===== src/rtl/addsub_pkg.sv =====
// addsub_pkg: shared constants, flag bundle and saturation helper
// for the segmented add/sub pipeline.
package addsub_pkg;

  localparam logic OP_ADD = 1'b0;
  localparam logic OP_SUB = 1'b1;

  typedef struct packed {
    logic carry;
    logic ovf;
    logic zero;
    logic neg;
  } flags_t;

  // Clamp value for a w-bit signed result (w <= 64).
  // neg=1 -> most negative, neg=0 -> most positive.
  function automatic logic [63:0] sat_limit(
    input int unsigned w,
    input logic        neg
  );
    logic [63:0] m;
    m = 64'd1 << (w - 1);
    return neg ? m : (m - 64'd1);
  endfunction

endpackage


===== src/rtl/addsub_seg.sv =====
// addsub_seg: registered SEG_W-bit slice adder with carry in/out.
// Ports: clk, rst_n (sync, low), i_en hold enable, i_a/i_b/i_c in, o_s/o_c out.
module addsub_seg
  import addsub_pkg::*;
#(
  parameter int SEG_W = 4
) (
  input  logic             clk,
  input  logic             rst_n,
  input  logic             i_en,
  input  logic [SEG_W-1:0] i_a,
  input  logic [SEG_W-1:0] i_b,
  input  logic             i_c,
  output logic [SEG_W-1:0] o_s,
  output logic             o_c
);

  logic [SEG_W:0] w_sum;

  assign w_sum = {1'b0, i_a} + {1'b0, i_b}
               + {{SEG_W{1'b0}}, i_c};

  always_ff @(posedge clk) begin
    if (!rst_n) begin
      o_s <= '0;
      o_c <= 1'b0;
    end else if (i_en) begin
      o_s <= w_sum[SEG_W-1:0];
      o_c <= w_sum[SEG_W];
    end
  end

endmodule


===== src/rtl/addsub_pipe.sv =====
// addsub_pipe: pipelined add/sub, one SEG_W carry segment per stage,
// valid/ready both sides, carry/ovf/zero/neg flags. Macro: ADDSUB_SAT_EN.
// Ports: clk, rst_n, in_valid/in_ready/in_a/in_b/in_op,
// out_valid/out_ready/out_res/out_carry/out_ovf/out_zero/out_neg.
module addsub_pipe
  import addsub_pkg::*;
#(
  parameter int WIDTH = 16,
  parameter int SEG_W = 4
) (
  input  logic             clk,
  input  logic             rst_n,
  input  logic             in_valid,
  output logic             in_ready,
  input  logic [WIDTH-1:0] in_a,
  input  logic [WIDTH-1:0] in_b,
  input  logic             in_op,
  output logic             out_valid,
  input  logic             out_ready,
  output logic [WIDTH-1:0] out_res,
  output logic             out_carry,
  output logic             out_ovf,
  output logic             out_zero,
  output logic             out_neg
);

  localparam int NSEG = WIDTH / SEG_W;
  localparam int MSB  = WIDTH - 1;

  logic                        w_adv;
  logic [WIDTH-1:0]            w_b0;
  logic [NSEG-1:0]             r_v;
  logic [NSEG-1:0][WIDTH-1:0]  r_a;
  logic [NSEG-1:0][WIDTH-1:0]  r_b;
  logic [NSEG-1:0][WIDTH-1:0]  r_res;
  logic [NSEG-1:0][WIDTH-1:0]  w_res;
  logic [NSEG-1:0][SEG_W-1:0]  w_s;
  logic [NSEG-1:0]             w_c;
  logic [WIDTH-1:0]            w_fin;
  logic [WIDTH-1:0]            w_out;
  logic                        w_am;
  logic                        w_bm;
  logic                        w_ovf;
  logic                        w_last_v;
  flags_t                      w_fl;
  logic                        w_unused;

  assign w_adv     = out_ready || !out_valid;
  assign in_ready  = w_adv;
  assign w_b0      = (in_op == OP_SUB) ? ~in_b : in_b;
  assign w_last_v  = r_v[NSEG-1];
  assign out_valid = w_last_v;

  // Only the slice each stage consumes (and the last stage MSB)
  // of the delayed operands is read.
  assign w_unused = ^{r_a, r_b};

  for (genvar k = 0; k < NSEG; k++) begin : g_seg
    logic [SEG_W-1:0] w_sa;
    logic [SEG_W-1:0] w_sb;
    logic             w_ci;
    if (k == 0) begin : g_first
      assign w_sa = in_a[SEG_W-1:0];
      assign w_sb = w_b0[SEG_W-1:0];
      assign w_ci = in_op;
    end else begin : g_rest
      assign w_sa = r_a[k-1][k*SEG_W +: SEG_W];
      assign w_sb = r_b[k-1][k*SEG_W +: SEG_W];
      assign w_ci = w_c[k-1];
    end
    addsub_seg #(.SEG_W(SEG_W)) u_seg (
      .clk   (clk),
      .rst_n (rst_n),
      .i_en  (w_adv),
      .i_a   (w_sa),
      .i_b   (w_sb),
      .i_c   (w_ci),
      .o_s   (w_s[k]),
      .o_c   (w_c[k])
    );
  end

  // Merge each stage's fresh slice into the completed lower slices.
  always_comb begin
    w_res = r_res;
    for (int k = 0; k < NSEG; k++) begin
      w_res[k][k*SEG_W +: SEG_W] = w_s[k];
    end
  end

  always_ff @(posedge clk) begin
    if (!rst_n) begin
      r_v   <= '0;
      r_a   <= '0;
      r_b   <= '0;
      r_res <= '0;
    end else if (w_adv) begin
      r_v[0]   <= in_valid;
      r_a[0]   <= in_a;
      r_b[0]   <= w_b0;
      r_res[0] <= '0;
      for (int k = 1; k < NSEG; k++) begin
        r_v[k]   <= r_v[k-1];
        r_a[k]   <= r_a[k-1];
        r_b[k]   <= r_b[k-1];
        r_res[k] <= w_res[k-1];
      end
    end
  end

  assign w_fin = w_res[NSEG-1];
  assign w_am  = r_a[NSEG-1][MSB];
  assign w_bm  = r_b[NSEG-1][MSB];
  assign w_ovf = (w_am == w_bm) && (w_fin[MSB] != w_am);

`ifdef ADDSUB_SAT_EN
  logic [63:0] w_lim;
  logic        w_lim_unused;
  assign w_lim        = sat_limit(WIDTH, w_am);
  assign w_lim_unused = ^w_lim;
  assign w_out        = w_ovf ? w_lim[WIDTH-1:0] : w_fin;
`else
  assign w_out = w_fin;
`endif

  // Flags are forced low while no valid beat sits in the last stage.
  always_comb begin
    w_fl       = '0;
    w_fl.carry = w_last_v & w_c[NSEG-1];
    w_fl.ovf   = w_last_v & w_ovf;
    w_fl.zero  = w_last_v & (w_out == '0);
    w_fl.neg   = w_last_v & w_out[MSB];
  end

  assign out_res   = w_out;
  assign out_carry = w_fl.carry;
  assign out_ovf   = w_fl.ovf;
  assign out_zero  = w_fl.zero;
  assign out_neg   = w_fl.neg;

endmodule


===== config.mk =====
export PLATFORM = sky130hd
export DESIGN_NAME = addsub_pipe
export DESIGN_NICKNAME = d
export VERILOG_FILES = /design/src/rtl/addsub_pkg.sv /design/src/rtl/addsub_seg.sv /design/src/rtl/addsub_pipe.sv
export SDC_FILE = /design/constraint.sdc
export NUM_CORES = 1
export LEC_CHECK = 0
export CORE_ASPECT_RATIO = 0.75
export CORE_MARGIN = 1.5
export CORE_UTILIZATION = 50
export DETAILED_ROUTE_END_ITERATION = 7
export PLACE_DENSITY = 0.74
export SYNTH_ARGS = -nofsm -noshare
export SYNTH_HDL_FRONTEND = slang
export SYNTH_SLANG_ARGS = --single-unit
export TNS_END_PERCENT = 1

===== constraint.sdc =====
create_clock -name clk -period 4.6 [get_ports clk]
set_input_delay 0.46 -clock clk [delete_from_list [all_inputs] [get_ports clk]]
set_output_delay 0.46 -clock clk [all_outputs]
set_load 0.02 [all_outputs]

==> results.cfg <==
[outcome]
outcome = finished clean

[synthesis]
synthesis.nets = 561
synth_warnings = 0
synth_top_area_cell = dfxtp_1
ys_async_sr_fraction = 0
synth_area_leaders = dfxtp_1 46%, nand2_1 13%, a21oi_1 9.3%
ys_seq_area_frac = 0.4638
yosysUniqueCellTypes = 36
synth_seq_cells = 98
syn_area_um2 = 4230
synth_top_cell_area_share = 0.4638
syn_avg_cell_area_um2 = 8.377
ys.flop_type = dfxtp_1
synth_edf_count = 0
netlist_instances = 505

[hold_path]
hold_start = g_seg[2].u_seg.o_s[2]
min_path_cells = 2
worstHoldEndpoint = g_seg[2].u_seg.o_s[2]
hold_class = reg2reg

[detailed_routing]
avgRoutedWirePerCell_um = 13.04
wl_um = 8369
via_per_inst = 5.170
dr.pass1.iters = 5
vias = 3319
drt-initial-drc-count = 201
drc = 0
final_antenna_net_count = 0

[sta]
setup_slack_ns = 1.787
fin_crit_ns = 2.813
holdWs_ns = 0.4500
hold_viol = 0
rsz0062_at_grt = no
fmax_mhz = 355.4
fin_setup_tns_ns = 0
maxSlewHeadroom = 0.3787
finalSetupViolations = 0
drv_slew = 0
final.period_utilization = 0.6116
worst_pin_slew_ns = 0.9306
finClkSkew_ns = 0.007718

[power_and_ir_drop]
power_uw = 1849
p_per_area_nw_per_um2 = 371.1
vdd_drop_max_uv = 228.4
leakagePower_uw = 0.001887

[cells_and_area]
diodes = 0
drive_gt1_frac = 0.04655
syn_to_final_growth_pct = 17.78
ff_latch_area_um2 = 1962
n_fill_cell = 717
multi_input_comb_area_um2 = 1952
final_nets = 588

[grt]
antenna_found_initial = 0
first_global_vias = 2931
grt-ovfl-total = 0
grt_pass1_wl_um = 13750
grt_usage = 0.1956
grt_max_degree = 84

[worst_setup_path]
r2r.worst_path.cells = 5
crit_slowest_cell = clkdlybuf4s50_1
path_max_fanout = 6
r2r_start = r_v[3]
crit_chain = nor4b_1, nand4_1, nor4_1, clkdlybuf4s50_1
crit_required_ns = 4.14
start_kind = flip-flop
worstSetupPathType = reg2out
rrSetupSlack_ns = 2.35
slowest_delay_ns = 0.65
critPathLaunch = g_seg[3].u_seg.o_s[3]
worstPathArrival_ns = 2.35
cp-end-kind = output port
reg2reg_to = g_seg[3].u_seg.o_s[3]

[cts]
clock_latency_ns = 0.34
path_clk_slew_ns = 0.07
cts_max_path_buffers = 2
ctsRootBufferMaster = clkbuf_16
cts_tree = done
cts_sinks = 98
numCtsBuffers = 9
cts_post_setup_buffers_inserted = 0
cts_resized = 0
cts_hold_buf = 0
h-tree-depth = 3

[floorplan]
core-area_um2 = 8058
initial_core_util = 0.5250
fp.dieArea_um2 = 9027
die_h_um = 82.66
die_w_um = 109.2
rows = 28
io-pin-count = 59

[placed_design]
io_buffer_count = 58
dp_slack_ns = 1.792
hpwl_um = 5508
place_congestion = 0.7557

[job]
max-cap-violations = 0
==> flip-flops by register name, summed over array words and instances, names as in the netlist <==
signal / flops
r_a: 13
g_seg.w_sa: 12
g_seg.u_seg.o_c: 4
out_res: 12
g_seg.u_seg.o_s: 16
r_v: 4
r_b: 13
r_res: 12
g_seg.w_sb: 12
==> how the worst max path moves through the flow <==
stage / end / slack, ns / cells past startpoint
after detailed placement: g_seg[0].u_seg.o_s[3] / 1.79 / 6
after CTS: out_zero / 1.81 / 4
after floorplan: g_seg[0].u_seg.o_s[3] / 2.66 / 7
after global routing: out_zero / 1.70 / 4
final: out_zero / 1.79 / 4
after global placement: g_seg[0].u_seg.o_s[3] / 1.88 / 6
==> synth_stat cells, types with 2 or more instances <==
cell,number
buf_2,17
nand3_1,8
nand2_1,146
a2111o_1,2
xnor2_1,17
buf_6,4
and2_1,4
a211oi_1,18
nand3b_1,2
nand4_1,2
o211ai_1,2
a21oi_1,79
buf_4,15
and3_1,2
nor2b_1,3
clkbuf_1,7
nor4_1,3
nor2_1,24
dfxtp_1,98
xor2_1,3
a21o_1,3
ha_1,12
o21ai_0,5
inv_1,9
buf_1,3
fa_1,7
==> where the power goes <==
part,total (uW),switching [uW],internal (uW)
registers,936,33.5,903
clock network,709,323,386
logic,203,101,102
total,1850,458,1390
==> critical path, delay by kind of cell (launching register included) <==
family / cells / cell delay [ns]
AND/OR/NAND/NOR: 3 / 0.99
buffers and inverters: 1 / 0.65
flip-flops: 1 / 0.37
==> placed cells by master (no fill, tap or decap), drive strengths merged, types with 10 or more instances in the layout <==
master / instances
a211oi: 18
a21oi: 79
clkbuf: 10
clkdlybuf4s50: 58
dfxtp: 98
ha: 12
inv: 11
nand2: 146
nor2: 24
xnor2: 17
==> routing by layer <==
| layer | wire [um] | vias to the layer above | track usage |
|---|---|---|---|
| met4 | 27 | 0 | 0.03506 |
| met2 | 3716 | 81 | 0.3069 |
| met5 | 0 | - | 0 |
| met3 | 446 | 2 | 0.05181 |
| met1 | 4179 | 1524 | 0.2747 |
| li1 | - | 1712 | - |
==> stage by stage <==
| step | std cells | cell area, um^2 | util |
|---|---|---|---|
| 2_1_floorplan | 505 | 4230 | - |
| 3_3_place_gp | 626 | 4695 | 0.5826 |
| 3_5_place_dp | 626 | 4695 | 0.5826 |
| 4_1_cts | 642 | 4982 | 0.6183 |
| 5_1_grt | 642 | 4982 | 0.6183 |
| 6_report | 642 | 4982 | 0.6183 |
==> final cells by class <==
cell class	count	area share
tap	105	0.02637
inverter	10	0.007785
multi-input combinational	351	0.3918
clock inverter	6	0.009794
sequential	98	0.3938
clock buffer	10	0.04797
timing repair buffer	62	0.1226
==> cell families after synthesis <==
family,share of synthesized area
fa+ha+maj,0.06862
simple gates,0.1905
flops,0.4638
compound gates,0.1571
mux,0.003548
xor+xnor,0.04141
buf+inv,0.07512
Power figures use the tool's default switching activity.
